[src/rtl/ex_mem_port_arbiter.sv]
// Shares one single-ported, variable-latency memory between instruction fetch (I) and the
// EX/MEM load/store path (D); sequences each access and produces the pipeline stall.
module ex_mem_port_arbiter #(
    parameter int unsigned ADDR_W     = 30,
    parameter int unsigned DATA_W     = 32,
    parameter int unsigned STARVE_MAX = 4
) (
    input  logic              clk,
    input  logic              rst,
    input  logic              i_req,
    input  logic [ADDR_W-1:0] i_addr,
    output logic [DATA_W-1:0] i_rdata,
    output logic              i_ready,
    input  logic              d_rd,
    input  logic              d_wr,
    input  logic [ADDR_W-1:0] d_addr,
    input  logic [DATA_W-1:0] d_wdata,
    output logic [DATA_W-1:0] d_rdata,
    output logic              d_ready,
    output logic              mem_cen,
    output logic              mem_wen,
    output logic [ADDR_W-1:0] mem_addr,
    output logic [DATA_W-1:0] mem_wdata,
    input  logic [DATA_W-1:0] mem_rdata,
    input  logic              mem_ready,
    output logic              stall
);

    localparam logic [1:0] IDLE  = 2'd0;
    localparam logic [1:0] ISSUE = 2'd1;
    localparam logic [1:0] WAIT  = 2'd2;
    localparam logic [1:0] RESP  = 2'd3;

    localparam int unsigned CNT_W = $clog2(STARVE_MAX + 1);
    localparam logic [CNT_W-1:0] CNT_MAX = CNT_W'(STARVE_MAX);

    logic [1:0]        state_q, state_d;
    logic              own_d_q, own_d_d;
    logic [ADDR_W-1:0] addr_q, addr_d;
    logic              wen_q, wen_d;
    logic [DATA_W-1:0] wdata_q, wdata_d;
    logic [CNT_W-1:0]  starve_q, starve_d;
    logic [DATA_W-1:0] i_rdata_q, i_rdata_d;
    logic [DATA_W-1:0] d_rdata_q, d_rdata_d;
    logic              i_ready_q, i_ready_d;
    logic              d_ready_q, d_ready_d;

    logic d_req, grant_d, grant_i, complete;

    assign d_req = d_rd | d_wr;
    // D has priority unless I has been passed over STARVE_MAX times in a row.
    assign grant_d  = d_req & ~(i_req & (starve_q == CNT_MAX));
    assign grant_i  = i_req & ~grant_d;
    assign complete = ((state_q == ISSUE) || (state_q == WAIT)) && mem_ready;

    always_comb begin
        state_d   = state_q;
        own_d_d   = own_d_q;
        addr_d    = addr_q;
        wen_d     = wen_q;
        wdata_d   = wdata_q;
        starve_d  = starve_q;
        i_rdata_d = i_rdata_q;
        d_rdata_d = d_rdata_q;
        i_ready_d = 1'b0;
        d_ready_d = 1'b0;
        case (state_q)
            IDLE: begin
                if (grant_d) begin
                    state_d = ISSUE;
                    own_d_d = 1'b1;
                    addr_d  = d_addr;
                    wen_d   = d_wr;
                    wdata_d = d_wdata;
                    if (!i_req) begin
                        starve_d = '0;
                    end else if (starve_q != CNT_MAX) begin
                        starve_d = starve_q + CNT_W'(1);
                    end
                end else if (grant_i) begin
                    state_d  = ISSUE;
                    own_d_d  = 1'b0;
                    addr_d   = i_addr;
                    wen_d    = 1'b0;
                    wdata_d  = '0;
                    starve_d = '0;
                end
            end
            ISSUE:   state_d = complete ? RESP : WAIT;
            WAIT:    state_d = complete ? RESP : WAIT;
            default: state_d = IDLE;
        endcase

        if (complete) begin
            if (own_d_q) begin
                d_ready_d = 1'b1;
                if (!wen_q) d_rdata_d = mem_rdata;
            end else begin
                i_ready_d = 1'b1;
                i_rdata_d = mem_rdata;
            end
        end
    end

    always_ff @(posedge clk) begin
        if (rst) begin
            state_q   <= IDLE;
            own_d_q   <= 1'b0;
            addr_q    <= '0;
            wen_q     <= 1'b0;
            wdata_q   <= '0;
            starve_q  <= '0;
            i_rdata_q <= '0;
            d_rdata_q <= '0;
            i_ready_q <= 1'b0;
            d_ready_q <= 1'b0;
        end else begin
            state_q   <= state_d;
            own_d_q   <= own_d_d;
            addr_q    <= addr_d;
            wen_q     <= wen_d;
            wdata_q   <= wdata_d;
            starve_q  <= starve_d;
            i_rdata_q <= i_rdata_d;
            d_rdata_q <= d_rdata_d;
            i_ready_q <= i_ready_d;
            d_ready_q <= d_ready_d;
        end
    end

    assign mem_cen   = (state_q == ISSUE);
    assign mem_wen   = wen_q;
    assign mem_addr  = addr_q;
    assign mem_wdata = wdata_q;
    assign i_rdata   = i_rdata_q;
    assign d_rdata   = d_rdata_q;
    assign i_ready   = i_ready_q;
    assign d_ready   = d_ready_q;
    assign stall     = (i_req & ~i_ready_q) | (d_req & ~d_ready_q);

endmodule

[config.mk]
export PLATFORM = sky130hd
export DESIGN_NAME = ex_mem_port_arbiter
export DESIGN_NICKNAME = d
export VERILOG_FILES = /design/src/rtl/ex_mem_port_arbiter.sv
export SDC_FILE = /design/constraint.sdc
export NUM_CORES = 1
export LEC_CHECK = 0
export CORE_MARGIN = 3
export CORE_UTILIZATION = 43
export DETAILED_ROUTE_END_ITERATION = 8
export GPL_TIMING_DRIVEN = 1
export MAX_ROUTING_LAYER = met4
export PLACE_DENSITY = 0.85
export RECOVER_POWER = 100
export SYNTH_ARGS = -nofsm -noshare
export SYNTH_HDL_FRONTEND = slang
export SYNTH_SLANG_ARGS = --single-unit
[constraint.sdc]
create_clock -name clk -period 3.95 [get_ports clk]
set_input_delay 0.9875 -clock clk [delete_from_list [all_inputs] [get_ports clk]]
set_output_delay 0.9875 -clock clk [all_outputs]
set_load 0.01 [all_outputs]
==> flow_metrics.py <==
metrics = {
    "hold_path": {
        "hold-path-endpoint": "mem_wdata[10]",
        "hold_start": "mem_wdata[10]",
        "worstHoldPathCells": 2,
        "hold_class": "reg -> reg",
    },
    "place": {
        "dp_slack_ns": 0.512,
        "dpl_cell_area_um2": 7870,
        "gp_congestion": 0.788,
        "port_buffers": 260,
        "dp_cells": 1005,
        "dp_hpwl_um": 12500,
    },
    "timing": {
        "final-setup-viol-count": 0,
        "setup_tns_ns": 0,
        "fin_crit_ns": 3.57,
        "fmax_mhz": 280,
        "finalCritPeriodShare": 0.903,
        "fin_ws_ns": 0.384,
        "slew_headroom": -0.0474,
        "slew_violations": 81,
        "skew_ns": 0.00697,
        "hold_violations": 0,
        "rsz0062_at_grt": "false",
        "worst_pin_slew_ns": 1.57,
        "timing.hold.ws_ns": 0.447,
    },
    "logic_synthesis": {
        "ys_types": 37,
        "synth_area_leaders": "dfxtp_1 51%, a21oi_1 12%, nand2_1 11%",
        "yosysSeqAreaShare": 0.514,
        "syn_area_per_cell_um2": 8.08,
        "yosys.area.top_type_share": 0.514,
        "yosys.area.top_type": "dfxtp_1",
        "synth_warnings": 0,
        "syn-cell-area_um2": 5260,
        "synthCells": 651,
        "syn-num-nets": 786,
        "synth-seq-cells": 135,
    },
    "floorplanning": {
        "start_util": 0.451,
        "io_pins": 261,
        "die_h_um": 117,
        "fp.dieW_um": 117,
        "dieArea_um2": 13600,
        "num_rows": 39,
        "coreArea_um2": 11700,
    },
    "clock_tree": {
        "hold_buffers": 0,
        "path_clk_slew_ns": 0.05,
        "post-cts-setup-buffers": 0,
        "numCtsBuffers": 17,
        "cts.sinks": 135,
        "clock_latency_ns": 0.41,
        "cts_tree": "done",
        "clock-root-buffer": "clkbuf_16",
        "ctsLongestPathBuffers": 2,
        "cts_max_level": 4,
        "cts_resized": 0,
    },
    "critical_path": {
        "reg2reg_slack_ns": 1.82,
        "reg2reg_depth": 6,
        "start_kind": "primary input",
        "crit_start": "d_wr",
        "timing.rr.end": "mem_wen",
        "cp.arrival_ns": 2.58,
        "r2r_start": "starve_q[0]",
        "critPathCaptureType": "output port",
        "crit_type": "in -> out",
        "path_max_fanout": 7,
        "cp.required_ns": 2.96,
    },
    "pwr": {
        "pwr-share-clk": 0.287,
        "p_int_mw": 3.50,
        "p_seq_frac": 0.358,
        "switching_power_mw": 1.76,
        "swShare": 0.335,
        "combPwrFrac": 0.355,
        "ir_drop_v": 0.000322,
        "p_leak_nw": 3.35,
        "power_mw": 5.26,
        "pwr_density_cell_nw_per_um2": 625,
    },
    "outcome": {
        "outcome": "finished with violations",
        "violations": "max-capacitance violations, max-slew violations",
    },
    "global_route": {
        "antenna_found_initial": 0,
        "globalRouteOverflowTotal": 0,
        "grt_pass1_vias": 5680,
        "grt_pass1_wl_um": 27600,
        "grt_start_max_net_pins": 81,
        "grt_use_total": 0.266,
    },
    "routing": {
        "drt_iter0_drc": 458,
        "wl_per_cell_um": 17.6,
        "drtAntennaViolNets": 0,
        "drc": 0,
        "first_pass_iters": 6,
        "via_per_inst": 5.61,
        "wl_um": 18300,
        "num_vias": 5815,
    },
    "finish": {
        "fin_area_um2": 8410,
        "fill_cells": 870,
        "final_net_count": 1016,
        "area_delta_synth_final_pct": 60.0,
        "final_cells": 1036,
        "multi_input_area_um2": 2240,
        "seqCellArea_um2": 2700,
        "layout-drive-gt1-share": 0.0493,
        "final_core_util": 0.721,
        "diodes": 0,
    },
    "run": {
        "cap_violations": 1,
    },
}
-- how the worst max path moves through the flow --
| stage | slack, ns | to | cells past startpoint |
|---|---|---|---|
| final | 0.38 | stall | 4 |
| after global placement | 0.53 | stall | 4 |
| after detailed placement | 0.51 | stall | 4 |
| after floorplan | 1.34 | stall | 3 |
| after CTS | 0.51 | stall | 4 |
| after global routing | 0.30 | stall | 4 |
-- cells in the mapped netlist, drive strengths merged --
| cell | number |
|---|---|
| a211o | 1 |
| and4b | 1 |
| clkbuf | 37 |
| nand2 | 161 |
| o22ai | 1 |
| nor2 | 7 |
| ha | 5 |
| nor3b | 1 |
| a2111oi | 2 |
| nand3b | 1 |
| nor4b | 1 |
| a32oi | 1 |
| o31ai | 1 |
| nand3 | 1 |
| o31a | 1 |
| nor4 | 1 |
| o21ai | 62 |
| a31oi | 30 |
| nand2b | 2 |
| mux2i | 1 |
| nand4b | 1 |
| and3b | 1 |
| and3 | 1 |
| or2 | 1 |
| inv | 7 |
| nand4 | 32 |
| dfxtp | 135 |
| buf | 25 |
| a32o | 2 |
| a2bb2oi | 1 |
| mux2 | 1 |
| a21oi | 126 |
-- cells by family (layout without fill, tap and decap cells) --
group | count (synthesis) | count (layout) | synth area share
AO/OA/AOI/OAI | 228 | 228 | 0.235
flip-flops | 135 | 135 | 0.514
buffers and inverters | 69 | 311 | 0.0585
multiplexers | 2 | 2 | 0.00404
adder cells (fa/ha/maj) | 5 | 5 | 0.0119
AND/OR/NAND/NOR | 212 | 212 | 0.177
-- area by class of cell --
cell class / instances / share of cell area
Clock buffer: 23 / 0.0544
Tap cell: 143 / 0.0213
Timing Repair Buffer: 273 / 0.321
Inverter: 7 / 0.00312
Clock inverter: 8 / 0.0119
Sequential cell: 135 / 0.321
Multi-Input combinational cell: 447 / 0.267
-- per-layer routing --
metal / vias to the layer above / share of wire / global-route usage
met4: 0 / 0.035 / 0.129
met5: - / 0 / -
li1: 2737 / - / -
met2: 280 / 0.51 / 0.449
met3: 57 / 0.068 / 0.0585
met1: 2741 / 0.39 / 0.297
-- worst max-delay path: stages --
cell and delay, ns:
dlygate4sd3_1 0.74, nor2_2 0.10, o22ai_1 0.11, dlygate4sd3_1 0.64
-- flip-flops by register name, summed over array words and instances (netlist names) --
name,cells
starve_q,3
i_rdata,32
d_ready,1
mem_addr,30
d_rdata,32
own_d_q,1
i_ready,1
mem_wdata,32
mem_wen,1
state_q,2
-- cells in the final DEF, fill, tap and decap left out, types with 3 or more instances in the layout --
master	instances
nor2_1	6
nand4_1	32
dlygate4sd3_1	132
clkinv_2	3
ha_1	5
a31oi_1	30
clkdlybuf4s50_1	127
nand2_1	161
dfxtp_1	135
o21ai_0	59
inv_1	7
clkbuf_16	17
a21oi_1	126
o21ai_1	3
buf_4	10
clkbuf_1	6
-- power groups by stage --
stage | clock (mW) | combinational [mW] | sequential (mW)
CTS | 1.53 | 1.99 | 1.89
detailed placement | 0 | 1.98 | 1.91
global placement | 0 | 1.92 | 1.89
finish | 1.51 | 1.87 | 1.88
floorplan | 0 | 0.819 | 2.05
global route | 1.58 | 2.02 | 1.92
(Power assumes the default switching activity.)
